**config.mk**
```make
export PLATFORM = sky130hd
export DESIGN_NAME = fwd_hazard_ctrl
export DESIGN_NICKNAME = d
export VERILOG_FILES = /design/src/rtl/fwd_hazard_ctrl.sv
export SDC_FILE = /design/constraint.sdc
export NUM_CORES = 1
export LEC_CHECK = 0
export ABC_AREA = 1
export CAP_MARGIN = 20
export CORE_UTILIZATION = 36
export DETAILED_ROUTE_END_ITERATION = 10
export PLACE_DENSITY_LB_ADDON = 0.08
export SLEW_MARGIN = 20
export SYNTH_ARGS = -nofsm -noshare
export SYNTH_HDL_FRONTEND = slang
export SYNTH_SLANG_ARGS = --single-unit
```
**constraint.sdc**
```tcl
create_clock -name clk -period 1.5 [get_ports clk]
set_input_delay 0.225 -clock clk [delete_from_list [all_inputs] [get_ports clk]]
set_output_delay 0.225 -clock clk [all_outputs]
set_load 0.005 [all_outputs]
```
**src/rtl/fwd_hazard_ctrl.sv**
```systemverilog
// EX-stage forwarding select, load-use stall and branch flush generator driven by an in-flight tag pipeline.
// Optional stall/flush performance counters are enabled with `define HAZARD_PERF_CNT_EN.
module fwd_hazard_ctrl #(
    parameter int REG_AW      = 5,
    parameter int STALL_CNT_W = 32
) (
    input  logic                   clk,
    input  logic                   rst,
    input  logic                   id_valid,
    input  logic [REG_AW-1:0]      id_rs1,
    input  logic [REG_AW-1:0]      id_rs2,
    input  logic                   id_use_rs1,
    input  logic                   id_use_rs2,
    input  logic [REG_AW-1:0]      id_rd,
    input  logic                   id_reg_write,
    input  logic                   id_mem_read,
    input  logic                   ex_branch_taken,
    output logic [1:0]             forwardA,
    output logic [1:0]             forwardB,
    output logic                   stall,
    output logic                   flush,
    output logic [STALL_CNT_W-1:0] cnt_stall,
    output logic [STALL_CNT_W-1:0] cnt_flush
);

    typedef struct packed {
        logic              v;
        logic [REG_AW-1:0] rd;
        logic              rw;
        logic              mr;
    } slot_t;

    typedef struct packed {
        slot_t             tag;
        logic [REG_AW-1:0] rs1;
        logic [REG_AW-1:0] rs2;
        logic              use_rs1;
        logic              use_rs2;
    } ex_slot_t;

    localparam logic [1:0] FWD_EXMEM = 2'b10;
    localparam logic [1:0] FWD_MEMWB = 2'b01;
    localparam logic [1:0] FWD_RF    = 2'b00;

    ex_slot_t   ex_q, ex_d;
    slot_t      mem_q, mem_d;
    slot_t      wb_q, wb_d;
    logic [1:0] fwd_a_q, fwd_a_d;
    logic [1:0] fwd_b_q, fwd_b_d;

    function automatic logic src_hit(input logic vld, input logic use_s,
                                     input logic [REG_AW-1:0] rs, input slot_t x);
        return vld && use_s && x.v && x.rw && (x.rd == rs);
    endfunction

    // The older slot only wins when the younger one does not hold the register.
    function automatic logic [1:0] fwd_sel(input logic hit_ex, input logic hit_mem);
        if (hit_ex)
            return FWD_EXMEM;
        else if (hit_mem)
            return FWD_MEMWB;
        else
            return FWD_RF;
    endfunction

    logic hit_a_ex, hit_b_ex, hit_a_mem, hit_b_mem;
    logic bubble;

    always_comb begin
        hit_a_ex  = src_hit(id_valid, id_use_rs1, id_rs1, ex_q.tag);
        hit_b_ex  = src_hit(id_valid, id_use_rs2, id_rs2, ex_q.tag);
        hit_a_mem = src_hit(id_valid, id_use_rs1, id_rs1, mem_q);
        hit_b_mem = src_hit(id_valid, id_use_rs2, id_rs2, mem_q);

        flush  = ex_branch_taken;
        stall  = !flush && ex_q.tag.mr && (hit_a_ex || hit_b_ex);
        bubble = stall || flush;
    end

    always_comb begin
        wb_d  = mem_q;
        mem_d = ex_q.tag;

        ex_d             = '0;
        ex_d.tag.v       = id_valid && !bubble;
        ex_d.tag.rd      = id_rd;
        ex_d.tag.rw      = id_reg_write && (id_rd != '0);
        ex_d.tag.mr      = id_mem_read;
        ex_d.rs1         = id_rs1;
        ex_d.rs2         = id_rs2;
        ex_d.use_rs1     = id_use_rs1;
        ex_d.use_rs2     = id_use_rs2;
        if (bubble) ex_d = '0;

        fwd_a_d = bubble ? FWD_RF : fwd_sel(hit_a_ex, hit_a_mem);
        fwd_b_d = bubble ? FWD_RF : fwd_sel(hit_b_ex, hit_b_mem);
    end

    always_ff @(posedge clk) begin
        if (rst) begin
            ex_q    <= '0;
            mem_q   <= '0;
            wb_q    <= '0;
            fwd_a_q <= FWD_RF;
            fwd_b_q <= FWD_RF;
        end else begin
            ex_q    <= ex_d;
            mem_q   <= mem_d;
            wb_q    <= wb_d;
            fwd_a_q <= fwd_a_d;
            fwd_b_q <= fwd_b_d;
        end
    end

    assign forwardA = fwd_a_q;
    assign forwardB = fwd_b_q;

    // WB tag and EX source fields track the pipeline for debug visibility only.
    logic unused_tags;
    assign unused_tags = ^{wb_q, ex_q.rs1, ex_q.rs2, ex_q.use_rs1, ex_q.use_rs2};

`ifdef HAZARD_PERF_CNT_EN
    logic [STALL_CNT_W-1:0] cnt_stall_q, cnt_stall_d;
    logic [STALL_CNT_W-1:0] cnt_flush_q, cnt_flush_d;

    always_comb begin
        cnt_stall_d = cnt_stall_q + STALL_CNT_W'(stall);
        cnt_flush_d = cnt_flush_q + STALL_CNT_W'(flush);
    end

    always_ff @(posedge clk) begin
        if (rst) begin
            cnt_stall_q <= '0;
            cnt_flush_q <= '0;
        end else begin
            cnt_stall_q <= cnt_stall_d;
            cnt_flush_q <= cnt_flush_d;
        end
    end

    assign cnt_stall = cnt_stall_q;
    assign cnt_flush = cnt_flush_q;
`else
    assign cnt_stall = '0;
    assign cnt_flush = '0;
`endif

endmodule

```
==> results of run 1 <==
## cell usage after synthesis
master and number:
buf_4 65, nand2_1 46, inv_1 34, nor2_1 31, dfxtp_1 19, nand3_1 5
o21ai_0 3, nand2_2 2, nand4_1 2, xnor2_1 2, xor2_1 2, a21oi_1 1
buf_6 1, clkbuf_1 1, conb_1 1, inv_2 1, o221ai_1 1, o22ai_1 1
## worst max-delay path: stages (launching register included)
cell,delay [ps]
dfxtp_2,340
inv_2,40
nand2_1,60
nand2_1,60
nor2_2,120
nand3_2,100
nand2_2,90
nand2_2,60
inv_2,40
buf_2,90
## layout make-up
| type | count | area (µm²) |
|---|---|---|
| clock buffers | 4 | 45.04 |
| fillers | 440 | 1978 |
| inverters | 35 | 131.4 |
| multi-input cells | 160 | 695.7 |
| flip-flops and latches | 19 | 387.9 |
| well taps | 48 | 60.06 |
| repair buffers | 53 | 445.4 |
## metal layers
layer	track usage, %	vias up	routed length (µm)
li1	-	613	-
met1	15.27	468	1145
met2	19.01	55	1109
met3	2.113	5	148
met4	6.667	0	49
met5	0	-	0
## power groups by stage
stage	sequential, µW	clock [µW]	combinational (µW)
4_1_cts	529	375	208
2_1_floorplan	537	0	229
3_3_place_gp	539	0	219
5_1_grt	531	392	252
6_report	529	364	218
3_5_place_dp	539	0	218
## cell families after synthesis
group	share of synthesized area (%)
other	0.2627
AND/OR/NAND/NOR	23.75
AO/OA/AOI/OAI	2.454
XOR/XNOR	2.454
flip-flops	26.64
buffers and inverters	44.43
## registers in the layout (all words and copies together) (netlist names)
signal and flops:
ex_q 8, forwardA 2, forwardB 2, mem_q 7
## cells in the final DEF, fill, tap and decap left out, types with 2 or more instances in the layout
cell type / synthesis / final
buf_4: 65 / 25
clkbuf_8: 0 / 3
clkdlybuf4s50_1: 0 / 13
conb_1: 1 / 64
dfxtp_1: 19 / 13
dfxtp_2: 0 / 6
dlygate4sd2_1: 0 / 14
inv_1: 34 / 27
inv_2: 1 / 8
nand2_1: 46 / 43
nand2_2: 2 / 4
nand3_1: 5 / 3
nand3_2: 0 / 2
nand4_1: 2 / 2
nor2_1: 31 / 27
nor2_2: 0 / 3
o21ai_0: 3 / 3
xnor2_1: 2 / 2
xor2_1: 2 / 2
## metrics by stage
step / TNS [ps] / instance area (µm²) / setup slack [ps] / instances / utilization, %
floorplan: 0 / 1664 / 366.2 / 281 / -
global placement: -4086 / 1652 / -583.1 / 310 / 44.12
detailed placement: -4160 / 1652 / -577.8 / 310 / 44.12
CTS: -40.90 / 1725 / -40.90 / 319 / 46.09
global route: -84.86 / 1765 / -82.55 / 319 / 47.16
finish: 0 / 1765 / 14.56 / 319 / 47.16
## path summary, 6_finish.rpt
path | startpoint | to | slack, ps
worst min register to register | ex_q[13] | mem_q[1] | 420
worst max-delay path | ex_q[18] | stall | 10
worst max register to register | ex_q[18] | forwardA[0] | 100
worst min-delay path | id_valid | ex_q[19] | 340
## repair_timing
| action | in CTS | in global routing |
|---|---|---|
| setup buffers | 9 | 0 |
| pin swaps | 11 | 9 |
| gates cloned | 0 | 0 |
| endpoints found under the setup margin | 13 | 12 |
| gates resized for setup | 29 | 14 |
==> tab_implementation.tex, run 1 <==
\begin{tabular}{lr}
\hline
Metric & Value \\
\hline
\multicolumn{2}{l}{\textbf{Run status}} \\
Result of the run & finished clean \\
\multicolumn{2}{l}{\textbf{Timing}} \\
Final Hold Slack & 344.0 ps \\
Setup repair after global routing missed its margin & yes \\
Worst Skew & 3.027 ps \\
Count of endpoints failing setup in the final report & 0 \\
Final max-slew violation count & 0 \\
Achievable Freq & 673.2 MHz \\
Share of the clock period used by the worst path & 99.03\% \\
Number of failing hold endpoints at the final stage & 0 \\
Post-route minimum period & 1485 ps \\
\multicolumn{2}{l}{\textbf{Floorplan}} \\
I/O Pins & 93 \\
Floorplan die area & 4222 µm² \\
Die height & 64.98 µm \\
Initial cell density of the core & 38.14\% \\
Core footprint & 3744 µm² \\
Die W & 64.98 µm \\
Number of placement rows & 22 \\
\multicolumn{2}{l}{\textbf{Logic synthesis}} \\
Yosys warnings & 0 \\
Sequential share of the synthesized area & 26.64\% \\
Library cell with the largest summed area after synthesis & buf\_4 \\
Synthesis-stage register bit count & 19 \\
Mapped Avg Cell Area & 6.549 µm² \\
Syn Inst Count & 218 \\
Distinct cells, synth & 18 \\
Area share of the largest cell type after synthesis & 34.18\% \\
Top cells by area, synth & buf\_4 (34\%), dfxtp\_1 (27\%), nand2\_1 (12\%) \\
Area of the mapped netlist & 1428 µm² \\
\multicolumn{2}{l}{\textbf{Final layout}} \\
Layout cells sized above 1 & 19.93\% \\
P\&R area growth vs syn & 23.66\% \\
Number of antenna diodes & 0 \\
Number of nets in the finished design & 295 \\
\multicolumn{2}{l}{\textbf{Drt}} \\
Initial DRC count & 8 \\
Average via count per standard cell & 3.577 \\
Number of routed nets with antenna violations & 0 \\
Number of iterations in the first detailed-routing pass & 4 \\
Vias & 1141 \\
DR DRC count & 0 \\
Total length of routed wires & 2453 µm \\
Routed wirelength normalized by instance count & 7.690 µm \\
\multicolumn{2}{l}{\textbf{GRT}} \\
Vias in the first global route & 905 \\
Wire length of the first global-routing pass & 3726 µm \\
Leftover overflow at the end of global routing & 0 \\
Antenna violations before repair & 0 \\
Aggregate global-route resource usage & 12.03\% \\
Largest net degree at the start of global routing & 12 \\
\multicolumn{2}{l}{\textbf{Pwr}} \\
Fraction of power spent switching nets & 27.30\% \\
Clock share of power & 32.7\% \\
Total power draw & 1111 µW \\
Seq pwr share & 47.6\% \\
Peak supply drop & 0.0004040 V \\
Power density over cell area & 629.5 nW/µm² \\
Relative contribution of combinational cells to total power & 19.6\% \\
Leakage power total & 0.0009904 µW \\
Switching power summed over all nets & 303.3 µW \\
Internal cell power & 807.9 µW \\
\multicolumn{2}{l}{\textbf{Clock network}} \\
Clock insertion delay at the later pin of the skew report & 260 ps \\
Clock net sink count & 19 \\
Cell at the root of the clock tree & clkbuf\_8 \\
Number of hold buffers added after CTS & 0 \\
CTS tree & yes \\
Maximum clock path buffer count & 2 \\
TritonCTS buffer count & 3 \\
Worst-path clk slew & 70 ps \\
CTS H-tree lvls & 1 \\
\multicolumn{2}{l}{\textbf{Worst setup path}} \\
Number of cells on the worst reg-to-reg path & 11 \\
Signal arrival time at the worst endpoint & 1260 ps \\
Crit. End Element & output port \\
Startpoint Class & flop \\
Critical path start-end classification & reg -> out \\
Required time of the worst setup path & 1270 ps \\
Critical-path maximum fanout & 3 \\
\multicolumn{2}{l}{\textbf{Place}} \\
Routability congestion estimate & 0.7764 \\
Number of input and output port buffers inserted & 28 \\
Detailed Place HPWL & 2052 µm \\
\multicolumn{2}{l}{\textbf{Min path}} \\
Path category of the worst min-delay check & in -> reg \\
Number of cells on the worst hold path & 3 \\
\multicolumn{2}{l}{\textbf{Job}} \\
Number of maximum-capacitance violations & 0 \\
\hline
\end{tabular}
Power figures use the tool's default switching activity.
==> run 2: changes to the inputs <==
PLACE_DENSITY_LB_ADDON = 0.3   (was 0.08)
==> run 2 against run 1 <==
Effect of this change:
- hold slack better by 1.8 ps
- sequential power about the same
- sequential share of layout area grew 0.95 points
- register-to-register slack hardly changed
- first-iteration DRC count grew to 2.9 times the previous value
- via count increased by 0.26%
- die area did not move
==> tab_implementation.tex, run 2 (synthesis gave the netlist of run 1 again) <==
\begin{tabular}{lr}
\hline
Metric & Value \\
\hline
\multicolumn{2}{l}{\textbf{Run status}} \\
Result of the run & finished clean (unchanged) \\
\multicolumn{2}{l}{\textbf{Final layout}} \\
Register with the most flip-flops & ex\_q (unchanged) \\
P\&R area growth vs syn & 18.93\% (was 23.66\%) \\
Number of nets in the finished design & 291 (was 295) \\
Commonest cells after routing, fill and taps aside & conb\_1 (64), nand2\_1 (43), nor2\_1 (31) (was conb\_1 (64), nand2\_1 (43), inv\_1 (27), nor2\_1 (27), buf\_4 (25)) \\
Layout cells sized above 1 & 16.10\% (was 19.93\%) \\
Largest registers & ex\_q (8), mem\_q (7) (unchanged) \\
Commonest non-fill, non-tap cell in the layout & conb\_1 (unchanged) \\
Post-Layout Cell Count & 315 (was 319) \\
Number of flip-flops under the largest register name & 8 (unchanged) \\
Final standard cell utilization of the core & 45.35\% (was 47.16\%) \\
Number of antenna diodes & 0 (unchanged) \\
\multicolumn{2}{l}{\textbf{Clock network}} \\
Clock insertion delay at the later pin of the skew report & 250 ps (was 260 ps) \\
Maximum clock path buffer count & 2 (unchanged) \\
Clock net sink count & 19 (unchanged) \\
TritonCTS buffer count & 3 (unchanged) \\
Number of hold buffers added after CTS & 0 (unchanged) \\
Worst-path clk slew & 60 ps (was 70 ps) \\
CTS H-tree lvls & 1 (unchanged) \\
Cell at the root of the clock tree & clkbuf\_8 (unchanged) \\
CTS tree & yes (unchanged) \\
\multicolumn{2}{l}{\textbf{Drt}} \\
DR DRC count & 0 (unchanged) \\
Number of routed nets with antenna violations & 0 (unchanged) \\
Initial DRC count & 23 (was 8) \\
Vias & 1144 (was 1141) \\
Number of iterations in the first detailed-routing pass & 4 (unchanged) \\
Routed wirelength normalized by instance count & 7.359 µm (was 7.690 µm) \\
Total length of routed wires & 2318 µm (was 2453 µm) \\
Average via count per standard cell & 3.632 (was 3.577) \\
\multicolumn{2}{l}{\textbf{GRT}} \\
Leftover overflow at the end of global routing & 0 (unchanged) \\
Largest net degree at the start of global routing & 12 (unchanged) \\
Wire length of the first global-routing pass & 3726 µm (unchanged) \\
Antenna violations before repair & 0 (unchanged) \\
Vias in the first global route & 928 (was 905) \\
Aggregate global-route resource usage & 11.51\% (was 12.03\%) \\
\multicolumn{2}{l}{\textbf{Worst setup path}} \\
Sum of buffers and inverters on the critical path & 3 (unchanged) \\
Largest stage delay on the critical path & 360 ps (was 340 ps) \\
Slowest-stage cell, CP & dfxtp\_2 (unchanged) \\
Family with the most delay on the worst path & simple AND/OR/NAND/NOR gates (unchanged) \\
Worst flop-to-flop path startpoint & ex\_q[15] (was ex\_q[18]) \\
Crit. End Element & output port (unchanged) \\
Signal arrival time at the worst endpoint & 1250 ps (was 1260 ps) \\
Required time of the worst setup path & 1270 ps (about the same) \\
Startpoint Class & flop (unchanged) \\
Cell type with the highest occurrence count on the critical path & nand2\_1 \\
Cells along the critical path & inv\_2, nand2\_1, nand2\_1, nor2\_1, nand3\_1, nand2\_1, nand2\_2, inv\_1, buf\_2 (was inv\_2, nand2\_1, nand2\_1, nor2\_2, nand3\_2, nand2\_2, nand2\_2, inv\_2, buf\_2) \\
Critical path start-end classification & reg -> out (unchanged) \\
Critical-path maximum fanout & 3 (unchanged) \\
Startpoint of the worst setup timing path & ex\_q[15] (was ex\_q[18]) \\
\multicolumn{2}{l}{\textbf{Timing}} \\
Achievable Freq & 677.4 MHz (was 673.2 MHz) \\
Number of failing hold endpoints at the final stage & 0 (unchanged) \\
Post-route minimum period & 1476 ps (was 1485 ps) \\
Worst Skew & 3.471 ps (was 3.027 ps) \\
Share of the clock period used by the worst path & 98.42\% (was 99.03\%) \\
Count of endpoints failing setup in the final report & 0 (unchanged) \\
Setup repair after global routing missed its margin & yes (unchanged) \\
Final max-slew violation count & 0 (unchanged) \\
\multicolumn{2}{l}{\textbf{Pwr}} \\
Relative contribution of combinational cells to total power & 18.8\% (was 19.6\%) \\
Clock share of power & 32.0\% (was 32.7\%) \\
Peak supply drop & 0.0004469 V (was 0.0004040 V) \\
Seq pwr share & 49.2\% (was 47.6\%) \\
Internal cell power & 799.7 µW (was 807.9 µW) \\
Switching power summed over all nets & 276.0 µW (was 303.3 µW) \\
Leakage power total & 0.0009724 µW (was 0.0009904 µW) \\
Fraction of power spent switching nets & 25.66\% (was 27.30\%) \\
Power density over cell area & 633.5 nW/µm² (was 629.5 nW/µm²) \\
\multicolumn{2}{l}{\textbf{Floorplan}} \\
I/O Pins & 93 (unchanged) \\
Core footprint & 3744 µm² (unchanged) \\
Floorplan die area & 4222 µm² (unchanged) \\
Number of placement rows & 22 (unchanged) \\
Die height & 64.98 µm (unchanged) \\
Die W & 64.98 µm (unchanged) \\
Initial cell density of the core & 38.14\% (unchanged) \\
\multicolumn{2}{l}{\textbf{Min path}} \\
Path category of the worst min-delay check & in -> reg (unchanged) \\
Min-delay src & id\_valid (unchanged) \\
\multicolumn{2}{l}{\textbf{Place}} \\
Cells after DPL & 307 (was 310) \\
Routability congestion estimate & 0.8622 (was 0.7764) \\
Number of input and output port buffers inserted & 28 (unchanged) \\
Detailed Place HPWL & 1975 µm (was 2052 µm) \\
\multicolumn{2}{l}{\textbf{Job}} \\
Number of maximum-capacitance violations & 0 (unchanged) \\
\hline
\end{tabular}
## run 2: final timing paths
path	slack (ps)	endpoint	cells after the start
max reg2reg	100	forwardA[0]	11
max	20	stall	9
min	350	ex_q[19]	3
min reg2reg	430	mem_q[1]	2
## run 2: per-stage QoR
step	TNS (ps)	setup slack, ps	total power [µW]	instance area (µm²)	hold slack, ps
global placement	-4063	-592.5	750.6	1629	407.4
finish	0	23.71	1076	1698	345.8
CTS	-14.27	-14.27	1085	1688	351.4
detailed placement	-4000	-579.4	751.9	1629	418.8
global route	-124.7	-124.7	1146	1698	364.3
floorplan	0	366.2	766.0	1664	337.2
## run 2: timing repair
action / 4_1_cts / 5_1_grt
resized for setup: 25 / 8
setup endpoints to repair: 13 / 3
pin swaps: 10 / 9
setup buffers: 7 / 0
## run 2: area by class of cell
class	instances	area, µm²
fillers	422	2046
repair buffers	49	415.4
well taps	48	60.06
clock buffers	4	45.04
inverters	35	131.4
multi-input cells	160	656.9
flip-flops and latches	19	389.1
## run 2: power groups by stage
stage	Combinational [µW]	Sequential [µW]	Clock, µW
6_report	202	530	344
5_1_grt	234	531	381
2_1_floorplan	229	537	0
3_5_place_dp	213	539	0
4_1_cts	201	528	356
3_3_place_gp	212	539	0
## run 2: layer usage
| metal | GRT usage [%] | vias to the layer above | routed length [µm] |
|---|---|---|---|
| met1 | 13.48 | 479 | 964 |
| met3 | 1.761 | 4 | 165 |
| met2 | 19.40 | 57 | 1154 |
| met5 | 0 | - | 0 |
| met4 | 7.222 | 0 | 32 |
| li1 | - | 604 | - |
## run 2: tightest hold or removal path, stage by stage
cell and delay, ps:
dlygate4sd2_1 250, inv_1 50, nor2_1 30
